===== src/rtl/countdown_timer_if.sv =====
// Control/status bundle for countdown_timer.
// Master drives load/start/stop/tick; slave returns count and status.
interface countdown_timer_if #(
    parameter int n = 4
);
    logic         Load;
    logic [n-1:0] D;
    logic         Start;
    logic         Stop;
    logic         Tick;
    logic [n-1:0] Q;
    logic         Done;
    logic         Busy;

    modport master (
        output Load, D, Start, Stop, Tick,
        input  Q, Done, Busy
    );

    modport slave (
        input  Load, D, Start, Stop, Tick,
        output Q, Done, Busy
    );
endinterface


===== src/rtl/countdown_timer.sv =====
// Loadable n-bit down-counter with start/stop/pause and one-cycle Done.
// Define COUNTDOWN_AUTO_RELOAD_EN for periodic reload on expiry.
module countdown_timer #(
    parameter int n = 4
) (
    input logic              Clock,
    input logic              Reset_n,
    countdown_timer_if.slave bus
);

    typedef enum logic [1:0] {
        IDLE  = 2'd0,
        RUN   = 2'd1,
        PAUSE = 2'd2
    } state_t;

    state_t       state, state_nx;
    logic [n-1:0] q, q_nx;
    logic         done, done_nx;
    logic [n-1:0] start_val;
`ifdef COUNTDOWN_AUTO_RELOAD_EN
    logic [n-1:0] rld, rld_nx;
`endif

    // A same-cycle Load supplies the start value directly.
    assign start_val = bus.Load ? bus.D : q;

    always_ff @(posedge Clock) begin
        if (!Reset_n) begin
            state <= IDLE;
            q     <= '0;
            done  <= 1'b0;
`ifdef COUNTDOWN_AUTO_RELOAD_EN
            rld   <= '0;
`endif
        end else begin
            state <= state_nx;
            q     <= q_nx;
            done  <= done_nx;
`ifdef COUNTDOWN_AUTO_RELOAD_EN
            rld   <= rld_nx;
`endif
        end
    end

    always_comb begin
        state_nx = state;
        q_nx     = q;
        done_nx  = 1'b0;
`ifdef COUNTDOWN_AUTO_RELOAD_EN
        rld_nx   = rld;
`endif
        unique case (state)
            IDLE, PAUSE: begin
                if (bus.Load) begin
                    q_nx = bus.D;
`ifdef COUNTDOWN_AUTO_RELOAD_EN
                    rld_nx = bus.D;
`endif
                end
                if (bus.Start) begin
                    if (start_val != '0) begin
                        state_nx = RUN;
                    end else begin
                        done_nx  = 1'b1;
                        state_nx = IDLE;
                    end
                end
            end
            RUN: begin
                if (bus.Stop) begin
                    state_nx = PAUSE;
                end else if (bus.Tick) begin
                    if (q > n'(1)) begin
                        q_nx = q - n'(1);
                    end else begin
                        done_nx = 1'b1;
`ifdef COUNTDOWN_AUTO_RELOAD_EN
                        q_nx = rld;
`else
                        q_nx     = '0;
                        state_nx = IDLE;
`endif
                    end
                end
            end
            default: begin
                state_nx = IDLE;
            end
        endcase
    end

    assign bus.Q    = q;
    assign bus.Done = done;
    assign bus.Busy = (state == RUN) || (state == PAUSE);

endmodule


===== src/flat_wrapper.sv =====
// flat-port wrapper written by rule: the top's interface ports become plain ports
module countdown_timer_flat 
#(
    parameter int n = 4
)
  (Clock, Reset_n, bus_Load, bus_D, bus_Start, bus_Stop, bus_Tick, bus_Q, bus_Done, bus_Busy);
  countdown_timer_if #(.n(n)) bus_i ();
  input logic Clock;
  input logic Reset_n;
  input wire logic [$bits(bus_i.Load)-1:0] bus_Load;
  input wire logic [$bits(bus_i.D)-1:0] bus_D;
  input wire logic [$bits(bus_i.Start)-1:0] bus_Start;
  input wire logic [$bits(bus_i.Stop)-1:0] bus_Stop;
  input wire logic [$bits(bus_i.Tick)-1:0] bus_Tick;
  output wire logic [$bits(bus_i.Q)-1:0] bus_Q;
  output wire logic [$bits(bus_i.Done)-1:0] bus_Done;
  output wire logic [$bits(bus_i.Busy)-1:0] bus_Busy;
  assign bus_i.Load = bus_Load;
  assign bus_i.D = bus_D;
  assign bus_i.Start = bus_Start;
  assign bus_i.Stop = bus_Stop;
  assign bus_i.Tick = bus_Tick;
  assign bus_Q = bus_i.Q;
  assign bus_Done = bus_i.Done;
  assign bus_Busy = bus_i.Busy;
  countdown_timer #(.n(n)) u_core (.Clock(Clock), .Reset_n(Reset_n), .bus(bus_i));
endmodule

===== config.mk =====
export PLATFORM = sky130hd
export DESIGN_NAME = countdown_timer_flat
export DESIGN_NICKNAME = d
export VERILOG_FILES = /design/src/rtl/countdown_timer_if.sv /design/src/rtl/countdown_timer.sv /design/src/flat_wrapper.sv
export SDC_FILE = /design/constraint.sdc
export NUM_CORES = 1
export LEC_CHECK = 0
export ABC_AREA = 1
export BUFFER_PORTS_ARGS = -buffer_cell sky130_fd_sc_hd__buf_2
export CELL_PAD_IN_SITES_DETAIL_PLACEMENT = 1
export CELL_PAD_IN_SITES_GLOBAL_PLACEMENT = 1
export CORE_MARGIN = 2
export CORE_UTILIZATION = 35
export CTS_BUF_LIST = sky130_fd_sc_hd__clkbuf_8 sky130_fd_sc_hd__clkbuf_16
export DETAILED_ROUTE_END_ITERATION = 8
export PLACE_DENSITY_LB_ADDON = 0.1
export SETUP_SLACK_MARGIN = 0.5
export SLEW_MARGIN = 15
export SYNTH_ARGS = -nofsm -noshare
export SYNTH_HDL_FRONTEND = slang
export SYNTH_SLANG_ARGS = --single-unit

===== constraint.sdc =====
create_clock -name Clock -period 3.46 [get_ports Clock]
set_input_delay 0.692 -clock Clock [delete_from_list [all_inputs] [get_ports Clock]]
set_output_delay 0.692 -clock Clock [all_outputs]
set_load 0.02 [all_outputs]

==> impl_metrics.yaml <==
logic_synthesis:
  synth_async_sr_flop_share_pct: 0
  ys_types: 18
  synth_area_leader_cell: "dfxtp_1"
  ys_ff_latch: 7
  netlist_area_sq_um: 571
  yosysTopAreaCellShare_pct: 24.6
  yosysWarnings: 0
  synth_edf_count: 0
  synth-seq-area-share_pct: 24.6
  syn_nets: 110
  synth_area_leaders: "dfxtp_1, nand2_1, ha_1"
  synth_common_cells: "nand2_1, nor2_1, inv_1"
  synthCells: 94
  synth_most_common_cell: "nand2_1"
  postSynthAreaPerCell_sq_um: 6.07
  ys.flop_type: "dfxtp_1"
grt:
  track_usage_pct: 18.8
  grt_pass1_wl_mm: 2.66
  grt_max_degree: 9
  antenna_found_initial: 0
  grt_pass1_vias: 669
  overflow: 0
drt:
  wl_met1_um: 700
  viasPerCell: 4.77
  wl_met2_um: 744
  drc: 0
  wire_per_inst_um: 11.8
  routed_wl_mm: 1.52
  via_count: 615
  drt_iter0_drc: 4
  ant_nets: 0
  maxUsedRoutingLayer: "met3"
  route.met3.wl_um: 71
  drt_pre_antenna_iters: 4
timing:
  tightestPinTransition_ns: 0.369
  layout_min_cycle_time_ns: 1.82
  slew_viol_final: 0
  tns_ns: 0
  relSlewSlack_pct: 75.4
  finalHoldViolCount: 0
  fin_crit_sh_pct: 52.5
  fmax_mhz: 550
  grt_setup_unrepaired: "false"
  setup_viol: 0
  skew_ns: 0.00173
critical_path:
  critical_path.startpoint_type: "flip-flop"
  cp.arrival_ns: 1.12
  worst-path-max-fanout: 3
  path_class: "reg -> out"
  required_ns: 2.77
  timing.critical_path.to_type: "output pin"
finish:
  fillers: 224
  area_growth_pct: 24.6
  final_area_sq_um: 711
  antenna_cells: 0
  register_area_sq_um: 140
  nets: 130
  multi_input_area_sq_um: 382
  layout-drive-gt1-share_pct: 21.2
cts:
  clk-insertion-delay-late_ns: 0.23
  tritoncts: "done"
  hold_buffers: 0
  numClockSinks: 7
  post_cts_resized: 0
  path_clk_slew_ns: 0.04
  cts_buffers: 3
  clk_path_buf_depth: 2
  post_cts_buffers: 0
  cts_root_buf: "clkbuf_8"
  htree_levels: 1
die:
  design.die.area_sq_mm: 0.00197
  initial_core_util_pct: 37.4
  core-area_sq_mm: 0.00152
  io_pins: 16
  die_w_um: 44.4
  row_count: 14
  die_h_um: 44.4
placed_design:
  placed_area_sq_um: 666
  dp_hpwl_mm: 1.19
  io_buffers: 15
  place.gp.congestion: 0.810
run:
  cap_viol_max_count: 0
hold_path:
  hp-class: "reg -> reg"
power_and_ir_drop:
  cellPowerDensity_mw_per_mm2: 903
  p_leak_uw: 0.000399
  vdd_drop_max_mv: 0.386
status:
  outcome: "complete, no violations"
flip-flops by register name, summed over array words and instances (netlist names):
name             cells
u_core.bus.Done      1
u_core.bus.Q         4
u_core.state         2
area by class of cell:
| class | instances | area share [%] |
|---|---|---|
| clock buffers | 3 | 5.81 |
| clock inverters | 1 | 0.528 |
| inverters | 13 | 6.87 |
| multi-input cells | 74 | 53.7 |
| flip-flops and latches | 7 | 19.7 |
| well taps | 16 | 2.82 |
| repair buffers | 15 | 10.6 |
metrics by stage:
step | hold WS [ns] | util, % | setup WS (ns) | instances | total power, uW
after global routing | 0.553 | 46.6 | 1.61 | 129 | 717
after detailed placement | 0.510 | 43.7 | 1.89 | 125 | 531
final | 0.509 | 46.6 | 1.64 | 129 | 642
after floorplan | 0.471 | - | 2.00 | 94 | 431
after CTS | 0.518 | 46.6 | 1.63 | 129 | 652
after global placement | 0.491 | 43.7 | 1.90 | 125 | 519
layer usage:
metal | global-route usage (%) | vias to the layer above
met3 | 6.12 | 0
met2 | 32.9 | 13
met5 | 0 | -
li1 | - | 329
met4 | 7.88 | 0
met1 | 20.7 | 273
cell usage in the layout, fill, tap and decap left out, drive strengths merged:
| cell type | count |
|---|---|
| inv | 14 |
| ha | 6 |
| a21boi | 1 |
| clkbuf | 3 |
| a21oi | 5 |
| buf | 15 |
| or2 | 1 |
| nand3 | 4 |
| o21bai | 1 |
| o21ai | 6 |
| dfxtp | 7 |
| nor2 | 18 |
| nand2 | 31 |
| xnor2 | 1 |
final timing paths:
kind                                      start              end  slack (ns)  cells after the start
worst min register to register  u_core.state[1]  u_core.state[1]        0.51                      2
worst min-delay path            u_core.state[1]  u_core.state[1]        0.51                      2
worst max-delay path            u_core.state[0]         bus_Busy        1.64                      3
worst max register to register  u_core.state[1]  u_core.bus.Q[3]        1.96                      9
kinds of logic after synthesis:
kind of cell / synth area share, %
AO/OA/AOI/OAI: 13.6
XOR/XNOR: 1.54
adder cells (fa/ha/maj): 13.2
AND/OR/NAND/NOR: 38.6
buffers and inverters: 8.55
flip-flops: 24.6
power by group:
group          internal, uW  switching [uW]
registers               113            41.8
clock network          76.8            37.0
logic                   131             242
total                   321             321
worst max-delay path, cell delays in order, from the launching register on:
cell	delay [ns]
dfxtp_1	0.36
inv_1	0.09
ha_1	0.29
buf_2	0.16
Note: power is estimated with default switching activity, not from simulation.
